[src/rtl/laser_frame_sequencer_if.sv]
// Bus between the laser frame sequencer and whatever configures and consumes it.
// Carries the run control pulses, the latched-on-start configuration and the timing outputs.
interface laser_frame_sequencer_if;
  // start/stop are single-cycle request pulses with no ready: start is taken only in IDLE,
  // stop only in RUN; a pulse offered at any other time is dropped, never queued.
  logic        start;
  logic        stop;
  logic [31:0] laser_freq;
  logic [15:0] pulses_bg;
  logic [15:0] pulses_a;
  logic [15:0] pulses_b;
  logic [15:0] num_seq;
  logic [31:0] laser_cnt_out;
  logic [1:0]  frame_type;
  logic        laser_trig;
  logic        frame_start;
  logic        busy;
  logic        done;
  logic        state_dbg;

  modport master (
    output start, stop, laser_freq, pulses_bg, pulses_a, pulses_b, num_seq,
    input  laser_cnt_out, frame_type, laser_trig, frame_start, busy, done, state_dbg
  );

  modport slave (
    input  start, stop, laser_freq, pulses_bg, pulses_a, pulses_b, num_seq,
    output laser_cnt_out, frame_type, laser_trig, frame_start, busy, done, state_dbg
  );
endinterface

[src/rtl/laser_frame_sequencer.sv]
// Laser period counter, trigger pulse and BG -> A -> B frame stepping for the gate generator.
// All outputs are registered; state is visible on bus.state_dbg.
module laser_frame_sequencer #(
    parameter int TRIG_WIDTH = 16
) (
    input logic               clk,
    input logic               rst_n,
    laser_frame_sequencer_if.slave bus
);

    localparam logic [0:0]  ST_IDLE  = 1'b0;
    localparam logic [0:0]  ST_RUN   = 1'b1;
    localparam logic [1:0]  FT_BG    = 2'd0;
    localparam logic [1:0]  FT_A     = 2'd1;
    localparam logic [1:0]  FT_B     = 2'd2;
    localparam logic [31:0] TRIG_LIM = 32'(TRIG_WIDTH);

    // en bit 0 = BG, bit 1 = A, bit 2 = B; at least one bit is set whenever these are used.
    function automatic logic [1:0] first_frame(input logic [2:0] en);
        if (en[0])      return FT_BG;
        else if (en[1]) return FT_A;
        else            return FT_B;
    endfunction

    function automatic logic [1:0] next_frame(input logic [1:0] ft, input logic [2:0] en);
        case (ft)
            FT_BG:   return en[1] ? FT_A  : (en[2] ? FT_B  : FT_BG);
            FT_A:    return en[2] ? FT_B  : (en[0] ? FT_BG : FT_A);
            default: return en[0] ? FT_BG : (en[1] ? FT_A  : FT_B);
        endcase
    endfunction

    logic [0:0]  state, state_n;
    logic [31:0] freq_l, freq_n;
    logic [15:0] pbg_l, pbg_n, pa_l, pa_n, pb_l, pb_n, nseq_l, nseq_n;
    logic [31:0] cnt, cnt_n;
    logic [15:0] frame_cnt, frame_cnt_n, seq_cnt, seq_cnt_n;
    logic [1:0]  ft, ft_n;
    logic        stop_pend, stop_pend_n;
    logic        end_run;

    logic [2:0]  en_in, en_l;
    logic        start_ok, eop;
    logic [15:0] cur_pulses, frame_cnt_inc, seq_inc;
    logic [1:0]  adv_ft;
    logic        adv_wrap;
    logic [31:0] trig_lim;

    assign en_in = {bus.pulses_b != 16'd0, bus.pulses_a != 16'd0, bus.pulses_bg != 16'd0};
    assign en_l  = {pb_l != 16'd0, pa_l != 16'd0, pbg_l != 16'd0};

    assign start_ok      = (state == ST_IDLE) && bus.start && (en_in != 3'b000);
    assign eop           = (state == ST_RUN) && (cnt == freq_l);
    assign frame_cnt_inc = frame_cnt + 16'd1;
    assign seq_inc       = seq_cnt + 16'd1;
    assign adv_ft        = next_frame(ft, en_l);
    // Landing on an equal or earlier frame means we went past the last enabled one.
    assign adv_wrap      = (adv_ft <= ft);

    always_comb begin
        case (ft)
            FT_A:    cur_pulses = pa_l;
            FT_B:    cur_pulses = pb_l;
            default: cur_pulses = pbg_l;
        endcase
    end

    always_comb begin
        state_n     = state;
        freq_n      = freq_l;
        pbg_n       = pbg_l;
        pa_n        = pa_l;
        pb_n        = pb_l;
        nseq_n      = nseq_l;
        cnt_n       = cnt;
        ft_n        = ft;
        frame_cnt_n = frame_cnt;
        seq_cnt_n   = seq_cnt;
        stop_pend_n = stop_pend;
        end_run     = 1'b0;

        case (state)
            ST_IDLE: begin
                if (start_ok) begin
                    state_n     = ST_RUN;
                    freq_n      = (bus.laser_freq == 32'd0) ? 32'd1 : bus.laser_freq;
                    pbg_n       = bus.pulses_bg;
                    pa_n        = bus.pulses_a;
                    pb_n        = bus.pulses_b;
                    nseq_n      = bus.num_seq;
                    cnt_n       = 32'd0;
                    ft_n        = first_frame(en_in);
                    frame_cnt_n = 16'd0;
                    seq_cnt_n   = 16'd0;
                    stop_pend_n = 1'b0;
                end
            end
            default: begin
                stop_pend_n = stop_pend | bus.stop;
                if (eop) begin
                    cnt_n = 32'd0;
                    // A pending stop wins over any frame or sequence advance on this EOP.
                    if (stop_pend || bus.stop) begin
                        end_run = 1'b1;
                    end else if (frame_cnt_inc == cur_pulses) begin
                        frame_cnt_n = 16'd0;
                        ft_n        = adv_ft;
                        if (adv_wrap) begin
                            seq_cnt_n = seq_inc;
                            if ((nseq_l != 16'd0) && (seq_inc == nseq_l)) begin
                                end_run = 1'b1;
                            end
                        end
                    end else begin
                        frame_cnt_n = frame_cnt_inc;
                    end
                end else begin
                    cnt_n = cnt + 32'd1;
                end

                if (end_run) begin
                    state_n     = ST_IDLE;
                    cnt_n       = 32'd0;
                    ft_n        = FT_BG;
                    frame_cnt_n = 16'd0;
                    seq_cnt_n   = 16'd0;
                    stop_pend_n = 1'b0;
                end
            end
        endcase
    end

    assign trig_lim = (TRIG_LIM < freq_n) ? TRIG_LIM : freq_n;

    logic laser_trig_r, frame_start_r, busy_r, done_r;

    always_ff @(posedge clk) begin
        if (!rst_n) begin
            state         <= ST_IDLE;
            freq_l        <= 32'd0;
            pbg_l         <= 16'd0;
            pa_l          <= 16'd0;
            pb_l          <= 16'd0;
            nseq_l        <= 16'd0;
            cnt           <= 32'd0;
            ft            <= FT_BG;
            frame_cnt     <= 16'd0;
            seq_cnt       <= 16'd0;
            stop_pend     <= 1'b0;
            laser_trig_r  <= 1'b0;
            frame_start_r <= 1'b0;
            busy_r        <= 1'b0;
            done_r        <= 1'b0;
        end else begin
            state         <= state_n;
            freq_l        <= freq_n;
            pbg_l         <= pbg_n;
            pa_l          <= pa_n;
            pb_l          <= pb_n;
            nseq_l        <= nseq_n;
            cnt           <= cnt_n;
            ft            <= ft_n;
            frame_cnt     <= frame_cnt_n;
            seq_cnt       <= seq_cnt_n;
            stop_pend     <= stop_pend_n;
            laser_trig_r  <= (state_n == ST_RUN) && (cnt_n < trig_lim);
            frame_start_r <= (state_n == ST_RUN) && (cnt_n == 32'd0) && (frame_cnt_n == 16'd0);
            busy_r        <= (state_n == ST_RUN);
            done_r        <= end_run;
        end
    end

    assign bus.laser_cnt_out = cnt;
    assign bus.frame_type    = ft;
    assign bus.laser_trig    = laser_trig_r;
    assign bus.frame_start   = frame_start_r;
    assign bus.busy          = busy_r;
    assign bus.done          = done_r;
    assign bus.state_dbg     = state;

endmodule

[src/flat_wrapper.sv]
// flat-port wrapper written by rule: the top's interface ports become plain ports
module laser_frame_sequencer_flat 
#(
    parameter int TRIG_WIDTH = 16
)
  (clk, rst_n, bus_start, bus_stop, bus_laser_freq, bus_pulses_bg, bus_pulses_a, bus_pulses_b, bus_num_seq, bus_laser_cnt_out, bus_frame_type, bus_laser_trig, bus_frame_start, bus_busy, bus_done, bus_state_dbg);
  laser_frame_sequencer_if bus_i ();
  input logic clk;
  input logic rst_n;
  input wire logic [$bits(bus_i.start)-1:0] bus_start;
  input wire logic [$bits(bus_i.stop)-1:0] bus_stop;
  input wire logic [$bits(bus_i.laser_freq)-1:0] bus_laser_freq;
  input wire logic [$bits(bus_i.pulses_bg)-1:0] bus_pulses_bg;
  input wire logic [$bits(bus_i.pulses_a)-1:0] bus_pulses_a;
  input wire logic [$bits(bus_i.pulses_b)-1:0] bus_pulses_b;
  input wire logic [$bits(bus_i.num_seq)-1:0] bus_num_seq;
  output wire logic [$bits(bus_i.laser_cnt_out)-1:0] bus_laser_cnt_out;
  output wire logic [$bits(bus_i.frame_type)-1:0] bus_frame_type;
  output wire logic [$bits(bus_i.laser_trig)-1:0] bus_laser_trig;
  output wire logic [$bits(bus_i.frame_start)-1:0] bus_frame_start;
  output wire logic [$bits(bus_i.busy)-1:0] bus_busy;
  output wire logic [$bits(bus_i.done)-1:0] bus_done;
  output wire logic [$bits(bus_i.state_dbg)-1:0] bus_state_dbg;
  assign bus_i.start = bus_start;
  assign bus_i.stop = bus_stop;
  assign bus_i.laser_freq = bus_laser_freq;
  assign bus_i.pulses_bg = bus_pulses_bg;
  assign bus_i.pulses_a = bus_pulses_a;
  assign bus_i.pulses_b = bus_pulses_b;
  assign bus_i.num_seq = bus_num_seq;
  assign bus_laser_cnt_out = bus_i.laser_cnt_out;
  assign bus_frame_type = bus_i.frame_type;
  assign bus_laser_trig = bus_i.laser_trig;
  assign bus_frame_start = bus_i.frame_start;
  assign bus_busy = bus_i.busy;
  assign bus_done = bus_i.done;
  assign bus_state_dbg = bus_i.state_dbg;
  laser_frame_sequencer #(.TRIG_WIDTH(TRIG_WIDTH)) u_core (.clk(clk), .rst_n(rst_n), .bus(bus_i));
endmodule
[config.mk]
export PLATFORM = sky130hd
export DESIGN_NAME = laser_frame_sequencer_flat
export DESIGN_NICKNAME = d
export VERILOG_FILES = /design/src/rtl/laser_frame_sequencer_if.sv /design/src/rtl/laser_frame_sequencer.sv /design/src/flat_wrapper.sv
export SDC_FILE = /design/constraint.sdc
export NUM_CORES = 1
export LEC_CHECK = 0
export ABC_CLOCK_PERIOD_IN_PS = 8100
export BUFFER_PORTS_ARGS = -buffer_cell sky130_fd_sc_hd__buf_2
export CORE_UTILIZATION = 55
export DETAILED_ROUTE_END_ITERATION = 16
export GPL_TIMING_DRIVEN = 0
export PLACE_DENSITY = 0.87
export SKIP_LAST_GASP = 1
export SYNTH_ARGS = -nofsm -noshare
export SYNTH_HDL_FRONTEND = slang
export SYNTH_SLANG_ARGS = --single-unit
export TNS_END_PERCENT = 30
[constraint.sdc]
create_clock -name clk -period 8.1 [get_ports clk]
set_clock_uncertainty 0.2 [all_clocks]
set_input_delay 0 -clock clk [delete_from_list [all_inputs] [get_ports clk]]
set_output_delay 0 -clock clk [all_outputs]
set_load 0.005 [all_outputs]
=== Yosys cells after proc, flatten, opt, wreduce, memory -nomap -nowiden ===
Cells that the tools add are included.

* Flip-flop bits (word level): 167
* Latch bits: 0
* Memory bits (writable): 0
* Bits in read-only memories: 0
* Input port bits: 100
* Output and inout bits: 39
* Logic and storage cells: 105
* Memories kept: 0

* Add/sub/neg operators: 3
* $mul: 0
* Divide/modulo/power cells: 0
* Order comparisons: 3
* Equal/unequal tests: 9
* Shift-type cells: 0
* Muxes and demuxes: 49
* Bitwise logic cells: 2
* Reduce and logical (&&, ||, !) cells: 25

{| class="wikitable"
|+ Operators with widths
! operator !! count
|-
| $mux W32 || 8
|-
| $mux W16 || 13
|-
| $reduce_bool A16 Y1 || 7
|-
| $logic_not A32 Y1 || 2
|-
| $add A16 B1 Y16 const B || 2
|-
| $add A32 B1 Y32 const B || 1
|-
| $eq A16 B16 Y1 || 2
|-
| $eq A32 B32 Y1 || 1
|-
| $lt A32 B32 Y1 || 1
|-
| $lt A5 B32 Y1 const A || 1
|-
| $pmux W16 S2 || 1
|-
| $mux W2 || 13
|-
| $logic_not A16 Y1 || 1
|-
| $mux W1 || 13
|-
| $logic_and A1 B1 Y1 || 7
|-
| $ne A3 B2 Y1 const B || 2
|-
| $ne A3 B3 Y1 const B || 2
|-
| $reduce_and A5 Y1 || 1
|-
| $pmux W2 S2 || 1
|-
| $reduce_and A2 Y1 || 2
|-
| $reduce_and A4 Y1 || 1
|-
| $reduce_bool A3 Y1 || 1
|-
| $eq A2 B1 Y1 const B || 1
|-
| $eq A2 B2 Y1 const B || 1
|-
| other kinds (6) || 6
|}

=== Logic depth before layout (Yosys ltp) ===
* Word-level depth: 15
* Mapped depth: 20

=== Worst setup path before layout ===
Ideal clock, no wire load.

* Kind: register to register
* Start point: reg u_core.cnt[4] (netlist: u_core.bus.laser_cnt_out[4])
* End point: reg u_core.laser_trig_r (netlist: u_core.bus.laser_trig)
* Arrival time: 3.815 ns
* Required time: 7.841 ns
* Slack: 4.025 ns
* Cell stages (with the launch flop): 19
* Buffers on the path: 4
* Period minus slack after synthesis: 4.075 ns
* Path through: dfxtp_1 clkbuf_1 xor2_1 nor4_1 nand4_1 o21ai_1 clkbuf_1 buf_1 clkbuf_1 o21ai_0 ha_1 a21o_1 a21o_1 a21oi_1 nor2_1 a211oi_1 o31ai_1 a221oi_1 o31a_1

* Word-level cells in the longest chain between the ends: 8
* Elaborated cells between the ends (all ways): 13
* Those cells by class: add/sub: 1; order compare: 1; eq/ne: 1; mux: 8; reduce/logical: 2

{| class="wikitable"
|+ Ends and longest elaborated chain
! what !! RTL line !! RTL
|-
| from (decl) || laser_frame_sequencer.sv:36 || <nowiki>logic [31:0] cnt, cnt_n;</nowiki>
|-
| from (signal assigned) || laser_frame_sequencer.sv:161 || <nowiki>cnt <= cnt_n;</nowiki>
|-
| parallel branches: the longest is 4 deep, another holds $add A32 B1 Y32 || - ||
|-
| $mux W32 (*) || laser_frame_sequencer.sv:121 || <nowiki>if (end_run) begin</nowiki>
|-
| $mux W32 (*) || laser_frame_sequencer.sv:82 || <nowiki>case (state)</nowiki>
|-
| net u_core.cnt_n[9] || laser_frame_sequencer.sv:36 ||
|-
| $lt A32 B32 Y1 (*) || laser_frame_sequencer.sv:166 || <nowiki>laser_trig_r <= (state_n == ST_RUN) && (cnt_n < trig_lim);</nowiki>
|-
| $logic_and A1 B1 Y1 (*) || laser_frame_sequencer.sv:166 ||
|-
| to (signal assigned) || laser_frame_sequencer.sv:166 ||
|-
| to (decl) || laser_frame_sequencer.sv:135 || <nowiki>logic laser_trig_r, frame_start_r, busy_r, done_r;</nowiki>
|}

Mark *: on every way through the listed nets, which the timed path passes. The select of a mux whose other input is x is not followed.
A chain may end at the register's enable or synchronous reset.

=== Worst setup path after layout ===
* Start point: reg u_core.cnt[16] (netlist: u_core.bus.laser_cnt_out[16])
* End point: reg u_core.laser_trig_r (netlist: u_core.bus.laser_trig)

* Word-level cells in the longest chain between the ends: 8
* Elaborated cells between the ends (all ways): 13
* Those cells by class: add/sub: 1; order compare: 1; eq/ne: 1; mux: 8; reduce/logical: 2

{| class="wikitable"
|+ Ends and longest elaborated chain
! what !! RTL line !! RTL
|-
| $eq A32 B32 Y1 (*) || laser_frame_sequencer.sv:53 || <nowiki>assign eop = (state == ST_RUN) && (cnt == freq_l);</nowiki>
|-
| $logic_and A1 B1 Y1 (*) || laser_frame_sequencer.sv:53 ||
|-
| $mux W1 || laser_frame_sequencer.sv:100 || <nowiki>if (eop) begin</nowiki>
|-
| $mux W1 || laser_frame_sequencer.sv:82 ||
|-
| $mux W32 (*) || laser_frame_sequencer.sv:121 ||
|-
| $mux W32 (*) || laser_frame_sequencer.sv:82 ||
|-
| net u_core.cnt_n[2] || laser_frame_sequencer.sv:36 ||
|-
| $lt A32 B32 Y1 (*) || laser_frame_sequencer.sv:166 ||
|-
| $logic_and A1 B1 Y1 (*) || laser_frame_sequencer.sv:166 ||
|}

The timed path passes the listed nets; every way through them passes the cells marked *. The select of a mux whose other input is x is not followed.

==> results.sh <==
export IMPL_setup_viol=0
export IMPL_synth_xor_area_share_pct=7.187
export IMPL_drive_gt1_share_pct=12.29
export IMPL_cts_max_path_buffers=2
export IMPL_power_share_clock_pct=38.8
export IMPL_row_count=50
export IMPL_fin_nets=1827
export IMPL_synth_fa_ha_area_share_pct=4.633
export IMPL_fill_cells=1493
export IMPL_synth_top_area_cell="dfxtp_1"
export IMPL_maxSlewViolCount=0
export IMPL_synth_compound_area_share_pct=20.86
export IMPL_areaGrowthSynthToFinish_pct=25.23
export IMPL_synth_area_um2=10530
export IMPL_clk_pin_slew_ns=0.07
export IMPL_final_cells=1939
export IMPL_p_sw_mw=0.6448
export IMPL_synthDistinctLibCells=81
export IMPL_gp_congestion=1.004
export IMPL_vias=12339
export IMPL_total_leakage_power_nw=5.384
export IMPL_combinationalPowerShare_pct=18.6
export IMPL_outcome="finished, final reports clean"
export IMPL_ys_top_cells_by_area="dfxtp_1, nand2_1, a21oi_1"
export IMPL_whs_path_depth=4
export IMPL_worst_skew_pair_late_latency_ns=0.45
export IMPL_die_h_um=140.4
export IMPL_grt_pass1_vias=11665
export IMPL_critPathLaunchType="flip-flop"
export IMPL_hold_viol=0
export IMPL_rr_worst_depth=17
export IMPL_fmax_ghz=0.1734
export IMPL_ys_seq_area_share_pct=31.74
export IMPL_die_w_um=140.4
export IMPL_cts_resized_gates=0
export IMPL_start_util_pct=56.12
export IMPL_finalSetupTns_ns=0
export IMPL_synth_simple_area_share_pct=29.81
export IMPL_cts_tree="built"
export IMPL_drtIter0Drc=1327
export IMPL_drc_errors=0
export IMPL_syn_area_per_cell_um2=7.491
export IMPL_cell_internal_pwr_mw=1.445
export IMPL_vdd_drop_max_mv=0.1572
export IMPL_grt_pass1_wl_um=61190
export IMPL_postRouteAntennaNets=0
export IMPL_crit_fanout=10
export IMPL_power_density_nw_per_um2=158.5
export IMPL_min_period_ns=5.767
export IMPL_syn_inst=1406
export IMPL_hold_path_class="in2reg"
export IMPL_gr_usage_all_layers_pct=39.71
export IMPL_p_total_mw=2.090
export IMPL_fin_ws_ns=2.333
export IMPL_h_tree_depth=4
export IMPL_cap_violations=0
export IMPL_drt_wirelength_per_cell_um=20.01
export IMPL_clk_root_buffer_cell="clkbuf_16"
export IMPL_pre_cts_slack_ns=2.485
export IMPL_finalCritPeriodShare_pct=71.20
export IMPL_ys_ff_latch=167
export IMPL_rsz0062_at_grt="no"
export IMPL_slew_headroom_pct=30.66
export IMPL_arrival_ns=5.95
export IMPL_drt_wl_total_um=38800
export IMPL_yosysWarnings=0
export IMPL_p_seq_share_pct=42.6
export IMPL_dpl_hpwl_um=26900
export IMPL_antenna_found_initial=4
export IMPL_grt_max_degree=17
export IMPL_yosysTopAreaCellShare_pct=31.74
export IMPL_grt_ovfl_total=0
export IMPL_dominantRegCellSynth="dfxtp_1"
export IMPL_portBuffers=138
export IMPL_worstSetupPathType="reg2reg"
export IMPL_synthMuxAreaShare_pct=1.164
export IMPL_first_pass_iters=6
export IMPL_cts_made_buffers=17
export IMPL_via_per_inst=6.364
export IMPL_dieArea_um2=19710
export IMPL_synthArstFlopShare_pct=0
export IMPL_clock_sinks=167
export IMPL_core_area_um2=18770
export IMPL_worst_slew_pin_slew_ns=1.038
export IMPL_ios=139
export IMPL_cp_end_kind="flip-flop"
export IMPL_swShare_pct=30.85
export IMPL_placed_cells=1804
export IMPL_synth_edf_count=0
export IMPL_synth_top_family_by_area="simple AND/OR/NAND/NOR gates"
export IMPL_cp_required_ns=8.29
metrics by stage:
stage / instance area (um2) / util [%] / hold WS [ns]
floorplan: 10630 / - / -0.07102
global placement: 11610 / 61.88 / 0.03975
detailed placement: 11610 / 61.88 / 0.04599
CTS: 13170 / 70.19 / 0.1368
global route: 13190 / 70.27 / 0.1593
finish: 13190 / 70.28 / 0.1411
cell usage after synthesis, drive strengths merged (33+ instances only):
cell type  instances
nand4             41
a21oi            157
nor2              71
ha                39
nor4              65
and2              34
nand3             33
xor2              51
o21ai             71
nand2            262
dfxtp            167
clkbuf            83
final cells by class:
class / instances / area, um2 / area share [%]
clock buffer: 18 / 429.2 / 3.254
timing repair buffer: 237 / 1682 / 12.75
inverter: 18 / 67.56 / 0.5122
antenna: 4 / 10.01 / 0.07589
tap: 234 / 292.8 / 2.220
sequential: 167 / 3343 / 25.35
multi-input combinational: 1145 / 6813 / 51.65
buffer: 102 / 414.1 / 3.140
clock inverter: 14 / 138.9 / 1.053
sequential cells by signal (all words and copies together), names as in the netlist:
signal and flops:
u_core.bus.done 1, u_core.bus.frame_start 1, u_core.bus.frame_type 2, u_core.bus.laser_cnt_out 32, u_core.bus.laser_trig 1, u_core.bus.state_dbg 1
u_core.frame_cnt 16, u_core.freq_l 32, u_core.nseq_l 16, u_core.pa_l 16, u_core.pb_l 16, u_core.pbg_l 16
u_core.seq_cnt 16, u_core.stop_pend 1
layout by cell type (no fill, tap or decap), types with 13 or more instances in the layout:
cell type      instances
nand4_1               39
or3_1                 13
and3_1                18
inv_1                 16
xnor2_1               30
nand3_1               33
o21ai_0               66
a21o_1                15
nor3_1                27
nor4_1                64
ha_1                  39
nor2_1                71
a22oi_1               21
nand2_1              262
xor2_1                50
clkbuf_16             17
dlygate4sd3_1         99
clkbuf_1              84
conb_1                27
buf_2                151
a21oi_1              157
and2_1                34
dfxtp_1              167
metal layers:
metal | share of wire [%] | track usage [%] | vias up
li1 | - | - | 5634
met1 | 38 | 46.05 | 5729
met2 | 46 | 67.08 | 771
met3 | 8.3 | 6.325 | 205
met4 | 7.0 | 27.94 | 0
met5 | 0 | 0 | -
critical path: stages (launching register included):
cell and delay [ns]:
dfxtp_1 0.32, clkbuf_1 0.55, xor2_1 0.13, nor4_1 0.27
nand4_1 0.29, o21ai_1 0.50, clkbuf_1 0.45, buf_1 0.46
clkbuf_1 0.45, o2bb2ai_1 0.19, ha_1 0.35, a21o_1 0.19
a21oi_1 0.15, o21ai_0 0.10, nor3_1 0.33, o31ai_1 0.16
a221oi_1 0.42, o31a_1 0.20
power by group through the flow:
stage / logic, mW / clock network [mW] / registers, mW
after floorplan: 0.227 / 0 / 0.894
after global placement: 0.326 / 0 / 0.906
after detailed placement: 0.333 / 0 / 0.907
after CTS: 0.371 / 0.805 / 0.888
after global routing: 0.422 / 0.836 / 0.893
final: 0.389 / 0.810 / 0.891
cell families (layout without fill, tap and decap cells):
kind of cell             count (synthesis)  in the layout
other                                    1             31
XOR/XNOR                                83             83
adder cells (fa/ha/maj)                 39             39
flip-flops                             167            167
buffers and inverters                  120            389
AND/OR/NAND/NOR                        629            629
AO/OA/AOI/OAI                          355            355
multiplexers                            12             12
repair_timing:
| action | CTS | global route |
|---|---|---|
| endpoints found under the setup margin | 0 | 0 |
| setup buffers | 0 | 0 |
| hold endpoints to repair | 122 | 0 |
| hold buffers | 99 | 0 |
worst paths after layout:
kind,start,endpoint,slack (ns)
worst max-delay path,u_core.bus.laser_cnt_out[16],u_core.bus.laser_trig,2.33
worst max register to register,u_core.bus.laser_cnt_out[16],u_core.bus.laser_trig,2.33
worst min register to register,u_core.pa_l[13],u_core.pa_l[13],0.28
worst min-delay path,bus_num_seq[6],u_core.nseq_l[6],0.14
Power figures use the tool's default switching activity.
